### config.mk
export PLATFORM = sky130hd
export DESIGN_NAME = pipe_hazard_ctrl
export DESIGN_NICKNAME = d
export VERILOG_FILES = /design/src/rtl/pipe_hazard_ctrl.sv
export SDC_FILE = /design/constraint.sdc
export NUM_CORES = 1
export LEC_CHECK = 0
export CAP_MARGIN = 20
export CELL_PAD_IN_SITES_DETAIL_PLACEMENT = 1
export CELL_PAD_IN_SITES_GLOBAL_PLACEMENT = 2
export CORE_UTILIZATION = 25
export CTS_CLUSTER_SIZE = 28
export DETAILED_ROUTE_END_ITERATION = 12
export GPL_ROUTABILITY_DRIVEN = 1
export PLACE_DENSITY_LB_ADDON = 0.1
export SLEW_MARGIN = 30
export SYNTH_ARGS = -nofsm -noshare
export SYNTH_HDL_FRONTEND = slang
export SYNTH_SLANG_ARGS = --single-unit
### constraint.sdc
create_clock -name clock -period 8.18 [get_ports clock]
set_input_delay 1.636 -clock clock [delete_from_list [all_inputs] [get_ports clock]]
set_output_delay 1.636 -clock clock [all_outputs]
set_load 0.05 [all_outputs]
### src/rtl/pipe_hazard_ctrl.sv
// Stall/flush sequencer for the 6-stage pipeline.
// Handles branches, load-use stalls, ID jumps and LM/SM micro-op issue.
module pipe_hazard_ctrl #(
    parameter int STALL_CNT_W = 16
) (
    input  logic                   clock,
    input  logic                   reset_n,
    input  logic                   rr_valid,
    input  logic [2:0]             rr_src1,
    input  logic [2:0]             rr_src2,
    input  logic [1:0]             rr_use,
    input  logic                   rr_is_multi,
    input  logic [7:0]             rr_reg_mask,
    input  logic                   ex_valid,
    input  logic                   ex_is_load,
    input  logic [2:0]             ex_dest,
    input  logic                   ex_br_taken,
    input  logic [15:0]            ex_br_target,
    input  logic                   id_jump,
    input  logic [15:0]            id_jump_target,
    output logic                   pc_write,
    output logic                   if_id_write,
    output logic                   id_rr_write,
    output logic                   if_id_flush,
    output logic                   id_rr_flush,
    output logic                   rr_ex_bubble,
    output logic                   pc_redirect,
    output logic [15:0]            pc_redirect_addr,
    output logic                   multi_active,
    output logic [2:0]             multi_reg,
    output logic [2:0]             multi_offset,
    output logic [STALL_CNT_W-1:0] stall_count
);

    typedef enum logic {
        RUN,
        MULTI
    } state_t;

    state_t     state;
    state_t     state_nx;
    logic [7:0] rem;
    logic [7:0] rem_nx;
    logic [2:0] off_q;
    logic [2:0] off_nx;
    logic       branch;
    logic       load_use;
    logic       src_hit;
    logic       multi_start;
    logic       hold;

    function automatic logic [2:0] low_idx(input logic [7:0] m);
        logic [2:0] idx;
        idx = 3'd0;
        for (int i = 7; i >= 0; i--) begin
            if (m[i]) idx = i[2:0];
        end
        return idx;
    endfunction

    assign branch  = ex_valid & ex_br_taken;
    assign src_hit = (rr_use[0] & (rr_src1 == ex_dest))
                   | (rr_use[1] & (rr_src2 == ex_dest));
    assign load_use = (state == RUN) & rr_valid & ex_valid
                    & ex_is_load & src_hit;
    assign multi_start = (state == RUN) & rr_valid & rr_is_multi
                       & (|rr_reg_mask);

    always_comb begin
        pc_write         = 1'b1;
        if_id_write      = 1'b1;
        id_rr_write      = 1'b1;
        if_id_flush      = 1'b0;
        id_rr_flush      = 1'b0;
        rr_ex_bubble     = 1'b0;
        pc_redirect      = 1'b0;
        pc_redirect_addr = 16'h0000;
        multi_active     = 1'b0;
        multi_reg        = 3'd0;
        multi_offset     = 3'd0;
        hold             = 1'b0;
        state_nx         = state;
        rem_nx           = rem;
        off_nx           = off_q;
        if (!reset_n) begin
            pc_write     = 1'b0;
            if_id_write  = 1'b0;
            id_rr_write  = 1'b0;
            if_id_flush  = 1'b1;
            id_rr_flush  = 1'b1;
            rr_ex_bubble = 1'b1;
            state_nx     = RUN;
            rem_nx       = 8'h00;
            off_nx       = 3'd0;
        end else if (branch) begin
            pc_redirect      = 1'b1;
            pc_redirect_addr = ex_br_target;
            if_id_flush      = 1'b1;
            id_rr_flush      = 1'b1;
            rr_ex_bubble     = 1'b1;
            state_nx         = RUN;
            rem_nx           = 8'h00;
            off_nx           = 3'd0;
        end else if (load_use) begin
            pc_write     = 1'b0;
            if_id_write  = 1'b0;
            id_rr_write  = 1'b0;
            rr_ex_bubble = 1'b1;
        end else begin
            if (state == MULTI) begin
                multi_active = 1'b1;
                multi_reg    = low_idx(rem);
                multi_offset = off_q + 3'd1;
                off_nx       = off_q + 3'd1;
                rem_nx       = rem & (rem - 8'd1);
                hold         = |rem_nx;
                if (!hold) state_nx = RUN;
            end else if (multi_start) begin
                multi_active = 1'b1;
                multi_reg    = low_idx(rr_reg_mask);
                multi_offset = 3'd0;
                off_nx       = 3'd0;
                rem_nx       = rr_reg_mask & (rr_reg_mask - 8'd1);
                hold         = |rem_nx;
                if (hold) state_nx = MULTI;
            end
            // a jump waits until RR stops holding the front end
            if (hold) begin
                pc_write    = 1'b0;
                if_id_write = 1'b0;
                id_rr_write = 1'b0;
            end else if (id_jump) begin
                pc_redirect      = 1'b1;
                pc_redirect_addr = id_jump_target;
                if_id_flush      = 1'b1;
            end
        end
    end

    always_ff @(posedge clock or negedge reset_n) begin
        if (!reset_n) begin
            state       <= RUN;
            rem         <= 8'h00;
            off_q       <= 3'd0;
            stall_count <= '0;
        end else begin
            state <= state_nx;
            rem   <= rem_nx;
            off_q <= off_nx;
            if (!pc_write && (stall_count != '1)) begin
                stall_count <= stall_count + 1'b1;
            end
        end
    end

endmodule

==> results of run 1 <==
[path summary, 6_finish.rpt]
kind,start,cells after the start,slack [ns],end
min in group asynchronous,reset_n,2,1.48,stall_count[2]
max in group asynchronous,reset_n,2,6.32,rem[7]
setup reg to reg,rem[2],6,5.46,stall_count[1]
hold / removal,off_q[1],1,0.50,off_q[1]
hold reg to reg,off_q[1],1,0.50,off_q[1]
setup / recovery,rr_reg_mask[2],9,1.82,pc_redirect_addr[15]
[metal layers]
| layer | GRT usage (%) | routed length, um | up-vias |
|---|---|---|---|
| met4 | 2.870 | 66 | 0 |
| met5 | 0 | 0 | - |
| met3 | 3.006 | 471 | 4 |
| met2 | 25.24 | 3289 | 67 |
| li1 | - | - | 1138 |
| met1 | 22.49 | 3676 | 1070 |
[final cells by class]
cell class	instances	area, sq um
tap	108	135.1
timing repair buffer	107	1059
clock inverter	1	7.507
clock buffer	3	41.29
sequential	27	675.6
fill	1043	5379
inverter	9	33.78
multi-input combinational	207	1518
[registers in the layout, indices dropped and copies added (netlist names)]
name and cells:
stall_count 16, rem 7, off_q 3, state 1
[where the power goes]
| part | leakage [nW] | switching (mW) | internal, mW | total [mW] |
|---|---|---|---|---|
| logic | 0.915 | 0.201 | 0.124 | 0.324 |
| clock network | 0.0217 | 0.0457 | 0.0346 | 0.0804 |
| registers | 0.344 | 0.0329 | 0.160 | 0.193 |
| total | 1.28 | 0.279 | 0.318 | 0.598 |
[stage by stage]
step	instance area, sq um	std cells
6_report	3470	462
3_5_place_dp	3421	458
2_1_floorplan	2311	256
5_1_grt	3470	462
3_3_place_gp	3421	458
4_1_cts	3470	462
[cell usage after synthesis, types with 7 or more instances]
| cell | count | share of area, % |
|---|---|---|
| o21ai_0 | 11 | 2.4 |
| xnor2_1 | 9 | 3.4 |
| a22oi_1 | 7 | 2.3 |
| a21oi_1 | 13 | 2.8 |
| nor2b_2 | 10 | 3.8 |
| inv_1 | 8 | 1.3 |
| dfrtp_1 | 27 | 29 |
| nor2_1 | 17 | 2.8 |
| nand2_1 | 14 | 2.3 |
| a22oi_2 | 10 | 5.4 |
| nor4_1 | 10 | 2.7 |
| xor2_1 | 11 | 4.2 |
| nand3_1 | 8 | 1.7 |
[kinds of logic after synthesis]
group           count (synthesis)
buf+inv                        22
simple gates                  111
mux                             2
fa+ha+maj                       5
xor+xnor                       20
compound gates                 69
flops                          27
[worst reg2reg max path: cells and delay by family (launching register included)]
kind / cells / cell delay (ns)
compound gates: 2 / 0.52
mux: 1 / 0.33
flops: 1 / 0.46
simple gates: 3 / 1.31
==> impl_results.md, run 1 <==
- Synth Flop Type: dfrtp_1
- Final Power: around 0.60 mW
- GR Overflow Total: 0
- Final Cycle Share: between 70 and 80%
- Setup TNS: 0 ns
- Clock Tree Buf Depth: 2
- Failing checks: DRC
- RSZ-0062 raised after global routing: false
- Die W: 98.15 um
- Main combinational cell family by area after synthesis: simple AND/OR/NAND/NOR gates
- Post-synth EDFFs: 0
- Final setup viols: 0
- Worst path max stage delay: about 0.8 ns
- # port buffers: around 100
- Fin nets: roughly 420
- CTS tree: yes
- Distinct cells, synth: 63
- Routed wire per std cell: approximately 16 um
- GPL Wtd Cong: ~0.76
- Final Hold Fails: 0
- Adder-Cell Fraction of Synth Area: under 10%
- Cell row count: 34
- Yosys warns: 0
- Cell family with most CP delay: buffers and inverters
- Cells after Synth: about 260
- Most frequent cells in the layout: 103 x clkdlybuf4s50_1, 27 x dfrtp_1, 17 x nor2_1
- Dpl hpwl: around 5800 um
- Synth Area in XOR/XNOR: about 7.6%
- Die Area: between 9000 and 10,000 sq um
- LEAKAGE: 1.281 nW
- Crit-path max FO: 16
- Clock Skews: ~0.011 ns
- Ports: 105
- Most common cell after layout, fill and taps aside: clkdlybuf4s50_1
- Area growth from synthesis to layout: 50.14%
- Via density per instance: a little under 5
- Antenna violations before repair: 0
- DRT Wirelength: 7504 um
- Crit-path cells: clkdlybuf4s50_1, or4_4, a21oi_2, a31oi_2, nor4_4, buf_4, a22oi_1, nor2b_1, clkdlybuf4s50_1
- CP arrival: 4.72 ns
- Critical path start-end classification: in2out
- CTS clock-pin slew for the worst setup and hold paths: 0.10 ns
- Slew HR: approximately two fifths
- Resized Gates After CTS: 0
- Worst Path Required: around 6.5 ns
- Hold_ws: 0.4950 ns
- Antenna-violating nets left: 0
- CTS root buf: clkbuf_8
- Vias after detailed routing: between 2k and 2.5k
- Clock net sink count: 27
- Synthesized flop and latch total: 27
- Post-Synthesis Net Count: about 320
- Worst Slack Setup Final: approximately 1.8 ns
- Initial DRT Pass Iterations: 8
- DRC violations left: 8
- GRT Util Overall: approximately 16%
- Finished Core Util: 39.21%
- Largest net degree at the start of global routing: 50
- Starting Density: 26.12%
- Syn Area/Cell: about 9.0 sq um
- Pwr/cell area: roughly 170 nW/um^2
- Post-CTS setup repair buffer count: 0
- Core area: just under 9000 sq um
- CP Launch Type: input pin
- CTS Hold Bufs: 0
- Die Ht: roughly 100 um
- Max-cap viol count: 0
- Pre-CTS WS: 1.787 ns
- Post-synthesis compound-gate area fraction: between 20 and 30%
- CP endpoint kind: output pin
- Fraction of layout cells with a size suffix above 1: between 10 and 15%
- Worst Tran Pin Value: 0.8871 ns
- Cts bufs inserted: 3
- Part of the Yosys area used for sequential elements: 29.24%
- Antenna Cells: 0
- Number of buffer and inverter stages on the critical path: 3
- Worst path slowest cell: clkdlybuf4s50_1
- H-Tree Depth: 1
- Max-slew violations: 0
- Peak VDD IR: ~0.21 mV
- Post-route minimum period: about 6.4 ns
- Mapped Area: approximately 2300 sq um
- Initial DRC count: 59
- Skew-Pair Late Insertion Delay: 0.28 ns
- Async S/R FF share, synth: 100.0%
- First-pass GRT wire length: around 12,000 um
- Fmax: about 0.16 GHz
- Mux contribution to synthesized area: less than 1%
- Crit-path most repeated cell: clkdlybuf4s50_1
- Outcome: finished, violations left
- Hold crit path type: reg2reg
- Number of global-route vias before repair: approximately 2.4k
- Simple-gate portion of the synthesized area: 29.62%
Power figures use the tool's default switching activity.
==> run 2, diff against run 1 <==
Settings changed: CORE_UTILIZATION 25 to 21.
Clock period 8.18 ns to 5.7 ns, I/O delays scaled along.
==> run 2 against run 1 <==
  * The run now ends clean
  * Global-route usage is 1.7 points lower
  * Register-to-register slack worse by 2.5 ns
  * Wire length is 5.3% higher
  * First-iteration DRC count is 75% higher
  * Clock skew is 0.0045 ns lower
  * Clock power is 48% higher
  * Critical path depth is 1 lower
  * Non-clock buffer count is 3 higher
  * Cell area is 6.2% higher
  * Via count is 3.2% higher
==> impl_results.md, run 2 (synthesis gave the netlist of run 1 again) <==
- Outcome: completed
- Crit-path max FO: 7
- Antenna violations before repair: 0
- Post-CTS setup repair buffer count: 0
- Ports: around 110
- Final Hold Fails: 0
- GPL Wtd Cong: about 0.72
- Area growth from synthesis to layout: 59.45%
- Final Cycle Share: 89.50%
- CTS clock-pin slew for the worst setup and hold paths: 0.11 ns
- Slew HR: between 40 and 50%
- Routed wire per std cell: 16.03 um
- Cell row count: 37
- Worst Tran Pin Value: 0.8109 ns
- Die Ht: roughly 110 um
- Vias after detailed routing: roughly 2.4k
- Max-slew violations: 0
- CP arrival: 3.96 ns
- GR Overflow Total: 0
- Resized Gates After CTS: 0
- Via density per instance: roughly 4.8
- RSZ-0062 raised after global routing: false
- Fmax: between 0.15 and 0.2 GHz
- Clock net sink count: 27
- Setup TNS: 0 ns
- Initial DRT Pass Iterations: 4
- Pwr/cell area: about 240 nW/um^2
- Clock Tree Buf Depth: 2
- Antenna Cells: 0
- CTS Hold Bufs: 0
- Largest reg by FF count: stall_count
- Dpl hpwl: about 6100 um
- Finished Core Util: around a third
- Initial DRC count: between 100 and 150
- Critical path start-end classification: in2out
- First-pass GRT wire length: ~13,000 um
- CP endpoint kind: output pin
- CTS root buf: clkbuf_8
- Clock Skews: ~0.0063 ns
- Die W: 106.9 um
- CP Launch Type: input pin
- # port buffers: 104
- Peak VDD IR: ~0.26 mV
- Antenna-violating nets left: 0
- CTS tree: yes
- FILL cells: ~1.2k
- Skew-Pair Late Insertion Delay: about 0.28 ns
- GRT Util Overall: around 14%
- Worst Path Required: roughly 4.6 ns
- Max-cap viol count: 0
- Starting Density: 21.99%
- Number of global-route vias before repair: 2,352
- H-Tree Depth: 1
- Most common cell after layout, fill and taps aside: clkdlybuf4s50_1
- Top flop regs: stall_count x16, rem x7, off_q x3
- DRT Wirelength: a little under 8000 um
- Final setup viols: 0
- DRC violations left: 0
- Max FFs per register: 16
- Hold crit path type: reg2reg
- Cts bufs inserted: 3
- Die Area: about 11,000 sq um
- Post-route minimum period: approximately 5.1 ns
- Fraction of layout cells with a size suffix above 1: 18.21%
- Core area: 10,510 sq um
- Largest net degree at the start of global routing: 50
- Fin nets: around 420
- LEAKAGE: 1.376 nW
- Most frequent cells in the layout: 86 x clkdlybuf4s50_1, 27 x dfrtp_1, 17 x nor2_1
run 2: cell count changes in the layout (fill, tap and decap cells not counted), sizes merged:
cell / previous run / this run
buf: 4 / 24
clkdlybuf4s50: 103 / 86
run 2: layout make-up:
cell class | instances | area, sq um | share of cell area, %
inverter | 9 | 33.78 | 0.9168
tap | 136 | 170.2 | 4.618
clock inverter | 1 | 7.507 | 0.2037
clock buffer | 3 | 41.29 | 1.121
sequential | 27 | 675.6 | 18.34
timing repair buffer | 110 | 1239 | 33.62
multi-input combinational | 207 | 1518 | 41.19
run 2: where the power goes:
group / total, mW / internal (mW) / switching, mW / leakage, nW
logic: 0.487 / 0.191 / 0.297 / 1.01
clock network: 0.119 / 0.0497 / 0.0692 / 0.0217
registers: 0.278 / 0.230 / 0.0478 / 0.344
run 2: worst paths after layout:
check | start | end | cells past startpoint | slack (ns)
worst max-delay path | rr_reg_mask[2] | id_rr_write | 8 | 0.60
worst min-delay path | off_q[1] | off_q[1] | 1 | 0.50
worst max register to register | rem[2] | stall_count[1] | 6 | 2.97
worst min register to register | off_q[1] | off_q[1] | 1 | 0.50
max in group asynchronous | reset_n | stall_count[4] | 2 | 4.36
min in group asynchronous | reset_n | rem[6] | 2 | 0.95
run 2: critical path, stage by stage:
cell and delay, ns:
clkdlybuf4s50_1 0.49, or4_4 0.62, a21oi_2 0.17, a31oi_2 0.21
nor3_2 0.18, o21ai_0 0.15, inv_1 0.17, clkdlybuf4s50_1 0.82
run 2: metal layers:
| metal | vias up | share of wire (%) | track usage, % |
|---|---|---|---|
| li1 | 1142 | - | - |
| met1 | 1125 | 51 | 20.55 |
| met2 | 83 | 42 | 22.26 |
| met3 | 2 | 6.5 | 2.675 |
| met4 | 0 | 0.48 | 2.055 |
| met5 | - | 0 | 0 |
run 2: stage by stage:
step	total power, mW	area [sq um]	setup slack (ns)	hold slack [ns]	cells
after floorplan	0.5701	2311	0.9613	0.4539	256
after global placement	0.7695	3636	0.5774	0.4700	489
after detailed placement	0.7732	3636	0.5413	0.4782	489
after CTS	0.8983	3685	0.5405	0.5039	493
after global routing	0.9399	3685	0.4246	0.5260	493
final	0.8840	3685	0.5987	0.4983	493
